**src/rtl/serial_adder_sub_pkg.sv**
```systemverilog
// Shared definitions for the digit-serial adder/subtractor: FSM state encoding and opcodes.
package serial_adder_sub_pkg;

    typedef enum logic [1:0] {
        ST_IDLE = 2'd0,
        ST_RUN  = 2'd1,
        ST_DONE = 2'd2
    } state_t;

    localparam logic OP_ADD = 1'b0;
    localparam logic OP_SUB = 1'b1;

endpackage

```
**src/rtl/serial_adder_sub_cell.sv**
```systemverilog
// DIGIT-wide ripple add/sub slice; sel inverts b so that with cin=1 it subtracts.
module adder_sub_cell #(
    parameter int DIGIT = 1
) (
    input  logic [DIGIT-1:0] a,
    input  logic [DIGIT-1:0] b,
    input  logic             sel,
    input  logic             cin,
    output logic [DIGIT-1:0] sum,
    output logic             cout,
    output logic             c_msb
);

    logic [DIGIT:0]   c;
    logic [DIGIT-1:0] bx;

    always_comb begin
        bx   = b ^ {DIGIT{sel}};
        c    = '0;
        sum  = '0;
        c[0] = cin;
        for (int i = 0; i < DIGIT; i++) begin
            sum[i]   = a[i] ^ bx[i] ^ c[i];
            c[i + 1] = (a[i] & bx[i]) | (c[i] & (a[i] ^ bx[i]));
        end
    end

    assign cout  = c[DIGIT];
    assign c_msb = c[DIGIT-1];

endmodule

```
**src/rtl/serial_adder_sub.sv**
```systemverilog
// WIDTH-bit add/subtract evaluated DIGIT bits per clock, LSB first; result and flags
// are registered when the last digit is produced and held until the next completion.
module serial_adder_sub
    import serial_adder_sub_pkg::*;
#(
    parameter int WIDTH = 8,
    parameter int DIGIT = 1
) (
    input  logic             clk,
    input  logic             rst_n,
    input  logic             start,
    input  logic             sel,
    input  logic [WIDTH-1:0] a,
    input  logic [WIDTH-1:0] b,
    output logic             busy,
    output logic             done,
    output logic [WIDTH-1:0] result,
    output logic             Cout,
    output logic             ovf,
    output logic             zero
);

    localparam int STEPS = WIDTH / DIGIT;
    localparam int CW    = $clog2(STEPS + 1);

    state_t           state_q, state_d;
    logic [WIDTH-1:0] a_sh_q, a_sh_d;
    logic [WIDTH-1:0] b_sh_q, b_sh_d;
    logic [WIDTH-1:0] acc_q, acc_d;
    logic [WIDTH-1:0] result_q, result_d;
    logic [CW-1:0]    cnt_q, cnt_d;
    logic             sel_q, sel_d;
    logic             carry_q, carry_d;
    logic             cout_q, cout_d;
    logic             ovf_q, ovf_d;
    logic             zero_q, zero_d;

    logic [DIGIT-1:0] digit_sum;
    logic             digit_cout;
    logic             digit_cmsb;
    logic [WIDTH-1:0] acc_shift;

    adder_sub_cell #(
        .DIGIT (DIGIT)
    ) u_cell (
        .a     (a_sh_q[DIGIT-1:0]),
        .b     (b_sh_q[DIGIT-1:0]),
        .sel   (sel_q),
        .cin   (carry_q),
        .sum   (digit_sum),
        .cout  (digit_cout),
        .c_msb (digit_cmsb)
    );

    // New digit enters at the MSB end so the LSB digit lands at bit 0 after STEPS shifts.
    assign acc_shift = (acc_q >> DIGIT) | (WIDTH'(digit_sum) << (WIDTH - DIGIT));

    always_comb begin
        state_d  = state_q;
        a_sh_d   = a_sh_q;
        b_sh_d   = b_sh_q;
        acc_d    = acc_q;
        result_d = result_q;
        cnt_d    = cnt_q;
        sel_d    = sel_q;
        carry_d  = carry_q;
        cout_d   = cout_q;
        ovf_d    = ovf_q;
        zero_d   = zero_q;

        case (state_q)
            ST_IDLE: begin
                if (start) begin
                    a_sh_d  = a;
                    b_sh_d  = b;
                    sel_d   = sel;
                    carry_d = (sel == OP_ADD) ? 1'b0 : 1'b1;
                    acc_d   = '0;
                    cnt_d   = '0;
                    state_d = ST_RUN;
                end
            end
            ST_RUN: begin
                a_sh_d  = a_sh_q >> DIGIT;
                b_sh_d  = b_sh_q >> DIGIT;
                acc_d   = acc_shift;
                carry_d = digit_cout;
                cnt_d   = cnt_q + 1'b1;
                if (cnt_q == CW'(STEPS - 1)) begin
                    // Last digit: its internal top carry is the carry into the word MSB.
                    result_d = acc_shift;
                    cout_d   = digit_cout;
                    ovf_d    = digit_cout ^ digit_cmsb;
                    zero_d   = (acc_shift == '0);
                    state_d  = ST_DONE;
                end
            end
            ST_DONE: begin
                state_d = ST_IDLE;
            end
            default: begin
                state_d = ST_IDLE;
            end
        endcase
    end

    always_ff @(posedge clk or negedge rst_n) begin
        if (!rst_n) begin
            state_q  <= ST_IDLE;
            a_sh_q   <= '0;
            b_sh_q   <= '0;
            acc_q    <= '0;
            result_q <= '0;
            cnt_q    <= '0;
            sel_q    <= 1'b0;
            carry_q  <= 1'b0;
            cout_q   <= 1'b0;
            ovf_q    <= 1'b0;
            zero_q   <= 1'b0;
        end else begin
            state_q  <= state_d;
            a_sh_q   <= a_sh_d;
            b_sh_q   <= b_sh_d;
            acc_q    <= acc_d;
            result_q <= result_d;
            cnt_q    <= cnt_d;
            sel_q    <= sel_d;
            carry_q  <= carry_d;
            cout_q   <= cout_d;
            ovf_q    <= ovf_d;
            zero_q   <= zero_d;
        end
    end

    assign busy   = (state_q != ST_IDLE);
    assign done   = (state_q == ST_DONE);
    assign result = result_q;
    assign Cout   = cout_q;
    assign ovf    = ovf_q;
    assign zero   = zero_q;

endmodule

```
**config.mk**
```make
export PLATFORM = sky130hd
export DESIGN_NAME = serial_adder_sub
export DESIGN_NICKNAME = d
export VERILOG_FILES = /design/src/rtl/serial_adder_sub_pkg.sv /design/src/rtl/serial_adder_sub_cell.sv /design/src/rtl/serial_adder_sub.sv
export SDC_FILE = /design/constraint.sdc
export NUM_CORES = 1
export LEC_CHECK = 0
export ABC_CLOCK_PERIOD_IN_PS = 2550
export CAP_MARGIN = 25
export CORE_ASPECT_RATIO = 1.5
export CORE_UTILIZATION = 37
export DETAILED_ROUTE_END_ITERATION = 10
export DONT_BUFFER_PORTS = 1
export GPL_TIMING_DRIVEN = 1
export PLACE_DENSITY = 0.57
export SYNTH_ARGS = -nofsm -noshare
export SYNTH_HDL_FRONTEND = slang
export SYNTH_SLANG_ARGS = --single-unit
```
**constraint.sdc**
```tcl
create_clock -name clk -period 2.55 [get_ports clk]
set_input_delay 0.1275 -clock clk [delete_from_list [all_inputs] [get_ports clk]]
set_output_delay 0.1275 -clock clk [all_outputs]
set_load 0.1 [all_outputs]
```
==> results of run 1 <==
[state kept, by name, summed over array words and instances (netlist names)]
| name | count |
|---|---|
| a_sh_q | 8 |
| b_sh_q | 8 |
| result | 8 |
| acc_q | 7 |
| cnt_q | 4 |
| state_q | 2 |
| Cout | 1 |
| carry_q | 1 |
| ovf | 1 |
| sel_q | 1 |
| zero | 1 |
[final cells by class]
class / instances / area (um^2)
Clock buffer: 6 / 82.58
Clock inverter: 1 / 30.03
Fill cell: 484 / 2625
Inverter: 4 / 15.01
Multi-Input combinational cell: 112 / 708.2
Sequential cell: 42 / 1051
Tap cell: 66 / 82.58
Timing Repair Buffer: 22 / 215.2
[routing by layer]
layer | share of wire [%] | up-vias | track usage (%)
met3 | 5.0 | 5 | 4.971
met2 | 53 | 33 | 27.58
li1 | - | 603 | -
met5 | 0 | - | 0
met1 | 41 | 638 | 17.70
met4 | 1.4 | 0 | 5.074
[what timing repair did]
action,in CTS,in global routing
hold buffers,16,0
hold endpoints to repair,57,0
setup buffers,0,0
setup endpoints to repair,0,0
[final timing paths]
| kind | startpoint | slack (ns) | cells after the start | endpoint |
|---|---|---|---|---|
| setup / recovery | state_q[1]$_DFFE_PN0P_ | 0.78 | 3 | result[0]$_DFFE_PN0P_ |
| hold / removal | a[1] | 0.007 | 2 | a_sh_q[1]$_DFFE_PN0P_ |
| setup reg to reg | state_q[1]$_DFFE_PN0P_ | 0.78 | 3 | result[0]$_DFFE_PN0P_ |
| hold reg to reg | b_sh_q[3]$_DFFE_PN0P_ | 0.48 | 2 | b_sh_q[3]$_DFFE_PN0P_ |
| max in group asynchronous | rst_n | 2.04 | 2 | result[6]$_DFFE_PN0P_ |
| min in group asynchronous | rst_n | 0.32 | 2 | carry_q$_DFFE_PN0P_ |
[cells by family (layout without fill, tap and decap cells)]
family / count (synthesis) / after routing / synth area share [%]
flip-flops: 42 / 42 / 57.07
multiplexers: 12 / 12 / 8.560
AND/OR/NAND/NOR: 74 / 74 / 18.82
XOR/XNOR: 2 / 2 / 0.9513
buffers and inverters: 13 / 33 / 4.483
AO/OA/AOI/OAI: 22 / 22 / 8.356
adder cells (fa/ha/maj): 2 / 2 / 1.766
[placed cells by master, fill, tap and decap left out, types with 2 or more instances in the layout]
| master | count |
|---|---|
| and2b_1 | 2 |
| mux2i_1 | 3 |
| a22oi_1 | 11 |
| nor3_1 | 2 |
| o21ai_0 | 3 |
| dfrtp_1 | 42 |
| dlygate4sd3_1 | 15 |
| inv_1 | 4 |
| mux2_4 | 7 |
| nand2_1 | 47 |
| xnor2_1 | 2 |
| nand3_1 | 10 |
| nor2_1 | 4 |
| mux2_2 | 2 |
| buf_4 | 6 |
| clkbuf_8 | 6 |
| o21bai_1 | 2 |
| o22ai_1 | 3 |
[metrics by stage]
step,hold slack [ns],util [%],cells,setup slack [ns]
final,0.007413,45.42,253,0.7778
after detailed placement,-0.1670,39.54,230,0.7846
after floorplan,-0.1681,-,167,0.9856
after global routing,0.02000,45.42,253,0.6488
after CTS,0.004480,45.42,253,0.7541
after global placement,-0.1672,39.54,230,0.8401
==> impl_metrics.toml, run 1 <==
[routing]
num_vias = 1279
via_per_inst = 5.055
drtPass1Iterations = 4
final_antenna_net_count = 0
route.detailed.drc = 0
routedWlPerCell_um = 14.02
drtIter0Drc = 46
wl_um = 3547

[placement]
portBuffers = 0
place_area_um2 = 1902
dpl.hpwl_um = 2355
gp_congestion = 0.6848

[synthesis]
synthTopCellsByCount = "47 x nand2_1, 42 x dfrtp_1, 11 x a22oi_1, 10 x nand3_1, 7 x mux2_4"
synth_area_leaders = "dfrtp_1 57%, nand2_1 9.6%, mux2_4 5.7%"
synth_warnings = 0
ys.flop_type = "dfrtp_1"
syn_area_um2 = 1842
avgSynthCellArea_um2 = 11.03
yosys.area.top_type = "dfrtp_1"
seq_area_frac_synth_pct = 57.07
synth_edf_count = 0
async_reset_ff_share_pct = 100.0
syn-num-nets = 189
ys_ff_latch = 42
yosysMostFrequentCell = "nand2_1"
synth_cells = 167
yosysTopAreaCellShare_pct = 57.07
yosysUniqueCellTypes = 33

[worst_setup_path]
crit_family = "simple AND/OR/NAND/NOR gates"
critPathMaxFanout = 11
cp_slowest_cell = "nor3_4"
max_stage_delay_ns = 0.58
end_kind = "register"
start_kind = "register"
arrival_ns = 1.94
crit_required_ns = 2.72
path_buf_inv = 0
crit_chain = "nand2b_1 -> nor3_4 -> mux2_2"
path_class = "register to register"

[floorplanning]
initial_utilization_pct = 38.29
core_um2 = 4810
fp.dieArea_um2 = 5270
boundaryPins = 33
num_rows = 31
die_w_um = 59.61
fp.dieH_um = 88.41

[grt]
grt_pass1_wl_um = 6120
grt_max_degree = 43
grt_overflow = 0
antenna_found_initial = 0
grt_pass1_vias = 1337
grt_usage_pct = 15.66

[sta]
maxSlewHeadroom_pct = 38.39
fmax_mhz = 564.3
tightestPinTransition_ns = 0.9242
finalSetupViolations = 0
finalCritPeriodShare_pct = 69.50
hold_viol_final = 0
final-max-slew-violation-count = 0
setup_tns_ns = 0
finClkSkew_ns = 0.006852
min_period_ns = 1.772
rsz0062_at_grt = "no"

[cts]
htreeDepth = 2
cts_resized = 0
root_buffer = "clkbuf_8"
clock_latency_ns = 0.29
cts.reportedPaths.clkPinSlew_ns = 0.08
cts_buffers = 5
tritoncts = "done"
cts.sinks = 42
clockBufferDepth = 2

[cells_and_area]
drive_above_1_share_pct = 14.44
n_antenna_cell = 0
area_growth_pct = 18.61
design_area_um2 = 2185
final_nets = 209

[outcome]
outcome = "completed"

[job]
max_cap_viol_count = 0

[worst_hold_path]
hold_class = "input pin to register"
Power of run 1 is left out: the tool's default activity adds up to more than one toggle a clock period on the data nets, which glitch-free logic cannot reach.
==> inputs of run 2 (changes only) <==
- ABC_AREA: unset -> 1
- ABC_CLOCK_PERIOD_IN_PS: 2550 -> 1500
- PLACE_DENSITY: 0.57 -> 0.59
- clock period: 2.55 -> 1.5 ns (I/O delays scaled with it)
==> impl_metrics.toml, run 2 <==
[cts]
clock_latency_ns = 0.30
htreeDepth = 2
cts.reportedPaths.clkPinSlew_ns = 0.08
tritoncts = "done"
clockBufferDepth = 2
cts.sinks = 42
cts_resized = 0
root_buffer = "clkbuf_8"
cts_buffers = 5

[power]
switching_share_pct = 48.01
p_int_mw = 2.949
seqPwrFrac_pct = 33.9
pwr-share-clk_pct = 15.7
total_leakage_power_nw = 1.180
combPwrFrac_pct = 50.4
p_per_area_nw_per_um2 = 2415
vdd_drop_max_uv = 1115
power_switching_mw = 2.723

[cells_and_area]
mostFrequentLayoutCells = "97 x nand2_1, 42 x dfrtp_1, 22 x buf_4"
final_cells = 319
layout_commonest_cell = "nand2_1"
drive_above_1_share_pct = 18.18
final_nets = 274
area_growth_pct = 26.48
n_antenna_cell = 0

[outcome]
outcome = "completed"

[synthesis]
yosysUniqueCellTypes = 20
synth_warnings = 0
synth_cells = 213
synth-adder-area-share_pct = 1.752
synthTopCellsByCount = "97 x nand2_1, 42 x dfrtp_1, 15 x nand3_1, 14 x inv_1"
async_reset_ff_share_pct = 100.0
yosysTopAreaCellShare_pct = 56.60
yosys.area.top_type = "dfrtp_1"
synth_area_leaders = "dfrtp_1 57%, nand2_1 20%, o21ai_2 4.7%"
syn-num-nets = 235
synth_compound_area_share_pct = 7.412
synth_xor_area_share_pct = 0.9434
yosys.area_share.simple_pct = 26.89
ys.flop_type = "dfrtp_1"
seq_area_frac_synth_pct = 56.60
syn_area_um2 = 1857
synth_mux_area_share_pct = 0
synth_edf_count = 0
synth_top_family_by_area = "simple AND/OR/NAND/NOR gates"
avgSynthCellArea_um2 = 8.717
yosysMostFrequentCell = "nand2_1"
ys_ff_latch = 42

[sta]
hold_viol_final = 0
tightestPinTransition_ns = 0.2750
min_period_ns = 1.445
setup_slack_ns = 0.05455
rsz0062_at_grt = "yes"
fmax_mhz = 691.8
final-max-slew-violation-count = 0
finalSetupViolations = 0
finalCritPeriodShare_pct = 96.36
maxSlewHeadroom_pct = 81.62
finClkSkew_ns = 0.007527
setup_tns_ns = 0

[worst_setup_path]
crit_required_ns = 1.74
start_kind = "register"
arrival_ns = 1.69
end_kind = "register"
cp_slowest_cell = "fa_1"
critPathMaxFanout = 2
path_class = "register to register"
cp_common_cell = "nand2_1"
max_stage_delay_ns = 0.50
crit_chain = "xnor2_1 -> fa_1 -> inv_1 -> nor2_1 -> nand2_1 -> nor2_1 -> nand2_1 -> nand2_1"

[routing]
route.detailed.drc = 0
drtIter0Drc = 74
final_antenna_net_count = 0
drtPass1Iterations = 4
routedWlPerCell_um = 11.17
num_vias = 1428
wl_um = 3562
via_per_inst = 4.476

[placement]
dpl.hpwl_um = 2370
gp_congestion = 0.7684
dp.cells = 292
portBuffers = 0
pre_cts_slack_ns = 0.05666

[floorplanning]
fp.dieArea_um2 = 5311
fp.dieH_um = 88.76
die_w_um = 59.84
core_um2 = 4810
boundaryPins = 33
initial_utilization_pct = 38.61
num_rows = 31

[grt]
grt_pass1_vias = 1372
grt_max_degree = 43
grt_overflow = 0
grt_pass1_wl_um = 5996
antenna_found_initial = 0
grt_usage_pct = 15.27

[worst_hold_path]
hold_class = "input pin to register"

[job]
max_cap_viol_count = 0
-- run 2: final timing paths --
| kind | from | to | slack (ns) | depth (start not counted) |
|---|---|---|---|---|
| setup / recovery | sel_q$_DFFE_PN0P_ | zero$_DFFE_PN0P_ | 0.05 | 8 |
| hold / removal | b[6] | b_sh_q[6]$_DFFE_PN0P_ | 0.005 | 4 |
| setup reg to reg | sel_q$_DFFE_PN0P_ | zero$_DFFE_PN0P_ | 0.05 | 8 |
| hold reg to reg | result[1]$_DFFE_PN0P_ | result[1]$_DFFE_PN0P_ | 0.49 | 2 |
| max in group asynchronous | rst_n | Cout$_DFFE_PN0P_ | 1.05 | 2 |
| min in group asynchronous | rst_n | result[4]$_DFFE_PN0P_ | 0.23 | 2 |
-- run 2: critical path, delay by kind of cell, from the launching register on --
family,cells,cell delay (ns)
XOR/XNOR,1,0.14
adder cells (fa/ha/maj),1,0.50
buffers and inverters,1,0.04
flip-flops,1,0.39
AND/OR/NAND/NOR,5,0.31
-- run 2: layout make-up --
class	count	area, um^2
clock buffers	5	68.82
clock inverters	3	45.04
inverters	15	56.30
multi-input cells	148	689.4
well taps	66	82.58
repair buffers	40	355.3
flip-flops and latches	42	1051
fillers	489	2461
-- run 2: power groups by stage --
stage	combinational (mW)	clock (mW)	sequential, mW
global route	3.13	0.967	1.98
detailed placement	2.81	0	1.95
CTS	2.88	0.928	1.93
finish	2.86	0.892	1.92
global placement	2.78	0	1.93
floorplan	1.31	0	2.82
-- run 2: repair_timing --
action	in CTS	in global routing
buffers inserted	0	1
hold buffers	18	0
setup endpoints to repair	0	3
endpoints found under the hold margin	59	0
-- run 2: per-layer routing --
layer	track usage (%)	wire length [um]
met5	0	0
met4	5.074	44
met3	4.532	150
met2	25.66	1772
met1	18.43	1594
-- run 2: logic make-up after synthesis --
logic type	count (synthesis)
and+or+nand+nor	124
adders and majority gates	2
AOI/OAI and AO/OA	20
DFF	42
xor gates and xnor gates	2
buffers and inverters	23
-- run 2: per-stage QoR --
| step | cell area [um^2] | power (mW) | hold slack, ns | util [%] |
|---|---|---|---|---|
| after floorplan | 1859 | 4.137 | -0.2206 | - |
| after global placement | 2037 | 4.708 | -0.2196 | 42.35 |
| after detailed placement | 2037 | 4.756 | -0.2193 | 42.35 |
| after CTS | 2341 | 5.735 | 0.004974 | 48.67 |
| after global routing | 2349 | 6.082 | 0.04371 | 48.83 |
| final | 2349 | 5.672 | 0.005344 | 48.83 |
Note: power is estimated with default switching activity, not from simulation.
==> inputs of run 3 (changes only) <==
- SETUP_SLACK_MARGIN: unset -> 0.3
==> impl_metrics.toml, run 3 (synthesized netlist as in run 2, its figures left out) <==
[sta]
maxSlewHeadroom_pct = 82.40
setup_slack_ns = -0.04201
finalSetupViolations = 1
finClkSkew_ns = 0.003300
fmax_mhz = 648.5
rsz0062_at_grt = "yes"
min_period_ns = 1.542
tightestPinTransition_ns = 0.2631
finalCritPeriodShare_pct = 102.8
hold_viol_final = 0
setup_tns_ns = -0.04201
final-max-slew-violation-count = 0

[cells_and_area]
nFillCells = 408
final_util_pct = 59.03
final_cells = 337
mostFrequentLayoutCells = "68 x nand2_1, 40 x dfrtp_1, 19 x nand2_2, 19 x buf_4, 19 x dlygate4sd3_1"
final_nets = 292
layout_commonest_cell = "nand2_1"
area_growth_pct = 52.90
drive_above_1_share_pct = 38.75
n_antenna_cell = 0

[floorplanning]
fp.dieH_um = 88.76
core_um2 = 4810
fp.dieArea_um2 = 5311
die_w_um = 59.84
boundaryPins = 33
initial_utilization_pct = 38.61
num_rows = 31

[placement]
dpl.hpwl_um = 2410
dp.cells = 293
gp_congestion = 0.7783
portBuffers = 0
pre_cts_slack_ns = 0.07800

[routing]
num_vias = 1592
drtPass1Iterations = 4
routedWlPerCell_um = 12.74
drtIter0Drc = 43
final_antenna_net_count = 0
wl_um = 4294
via_per_inst = 4.724
route.detailed.drc = 0

[worst_setup_path]
crit_chain = "xnor2_1 -> fa_1 -> inv_1 -> nor2_1 -> nand2_1 -> nor2_1 -> nand2_1 -> nand2_1"
crit_required_ns = 1.74
r2r_slack_ns = -0.04
start_kind = "register"
critPathMaxFanout = 2
cp_slowest_cell = "fa_1"
reg2reg_to = "zero$_DFFE_PN0P_"
end_kind = "register"
r2r_start = "sel_q$_DFFE_PN0P_"
cp_common_cell = "nand2_1"
reg2regPathDepth = 8
path_class = "register to register"
arrival_ns = 1.78
max_stage_delay_ns = 0.51

[power]
power_switching_mw = 3.149
total_leakage_power_nw = 1.405
seqPwrFrac_pct = 29.9
p_per_area_nw_per_um2 = 2361
pwr-share-clk_pct = 13.1
combPwrFrac_pct = 57.0
vdd_drop_max_uv = 1167
p_int_mw = 3.553
switching_share_pct = 46.99

[grt]
grt_overflow = 0
grt_pass1_wl_um = 6796
grt_pass1_vias = 1541
antenna_found_initial = 0
grt_max_degree = 43
grt_usage_pct = 17.09

[cts]
root_buffer = "clkbuf_8"
cts_buffers = 5
clock_latency_ns = 0.29
htreeDepth = 2
cts.sinks = 42
cts.reportedPaths.clkPinSlew_ns = 0.08
clockBufferDepth = 2
tritoncts = "done"

[outcome]
violations = "negative setup slack"
outcome = "finished, violations left"

[worst_hold_path]
hold_class = "input pin to async pin"

[job]
max_cap_viol_count = 0
-- run 3: changes by cell type in the layout (fill, tap and decap cells not counted), moves of 3 or more --
cell	before	now
buf_12	1	8
buf_4	22	19
buf_6	0	9
inv_1	14	10
inv_4	0	3
nand2_1	97	68
nand2_2	1	19
nand2_4	0	11
nand3_1	15	10
nand3_2	0	4
o21ai_0	10	6
o21ai_1	0	3
-- run 3: worst max path at each step --
stage | from | slack [ns] | depth (start not counted) | to
after global placement | sel_q$_DFFE_PN0P_ | 0.08 | 8 | zero$_DFFE_PN0P_
after floorplan | sel_q$_DFFE_PN0P_ | 0.09 | 8 | zero$_DFFE_PN0P_
after CTS | sel_q$_DFFE_PN0P_ | 0.06 | 8 | zero$_DFFE_PN0P_
final | sel_q$_DFFE_PN0P_ | -0.04 | 8 | zero$_DFFE_PN0P_
after detailed placement | b_sh_q[0]$_DFFE_PN0P_ | 0.08 | 8 | zero$_DFFE_PN0P_
after global routing | sel_q$_DFFE_PN0P_ | -0.15 | 8 | zero$_DFFE_PN0P_
-- run 3: metrics by stage --
step | hold slack [ns] | power (mW) | instance area (um^2)
2_1_floorplan | -0.2206 | 4.135 | 1859
3_3_place_gp | -0.2197 | 4.724 | 2044
3_5_place_dp | -0.2196 | 4.765 | 2044
4_1_cts | 0.2392 | 6.045 | 2560
5_1_grt | 0.2511 | 7.106 | 2839
6_report | 0.2340 | 6.702 | 2839
-- run 3: critical path, delay by kind of cell (launching register included) --
| family | cells | cell delay (ns) |
|---|---|---|
| xor+xnor | 1 | 0.14 |
| fa+ha+maj | 1 | 0.51 |
| buf+inv | 1 | 0.05 |
| flops | 1 | 0.39 |
| simple gates | 5 | 0.40 |
-- run 3: metal layers --
metal,up-vias,global-route usage [%],wire length (um)
met4,0,7.611,141
li1,780,-,-
met2,44,29.29,2234
met5,-,0,0
met1,757,20.06,1769
met3,11,3.801,150
-- run 3: timing repair --
action | CTS | global route
buffers inserted | 7 | 6
endpoints found under the setup margin | 38 | 40
gates cloned | 2 | 1
pin swaps | 6 | 15
hold buffers | 20 | 0
gates resized for setup | 30 | 65
endpoints found under the hold margin | 61 | 0
-- run 3: area by class of cell --
type | count | area [um^2] | share of cell area [%]
clock inverter | 3 | 40.04 | 1.410
tap | 66 | 82.58 | 2.909
clock buffer | 5 | 68.82 | 2.424
inverter | 15 | 81.33 | 2.865
timing repair buffer | 58 | 641.9 | 22.61
multi-input combinational | 148 | 870.8 | 30.67
sequential | 42 | 1054 | 37.11
-- run 3: power groups by stage --
stage | clock network, mW | logic, mW | registers, mW
4_1_cts | 0.903 | 3.21 | 1.94
6_report | 0.880 | 3.82 | 2.00
2_1_floorplan | 0 | 1.31 | 2.82
3_5_place_dp | 0 | 2.82 | 1.95
5_1_grt | 0.952 | 4.10 | 2.05
3_3_place_gp | 0 | 2.79 | 1.93
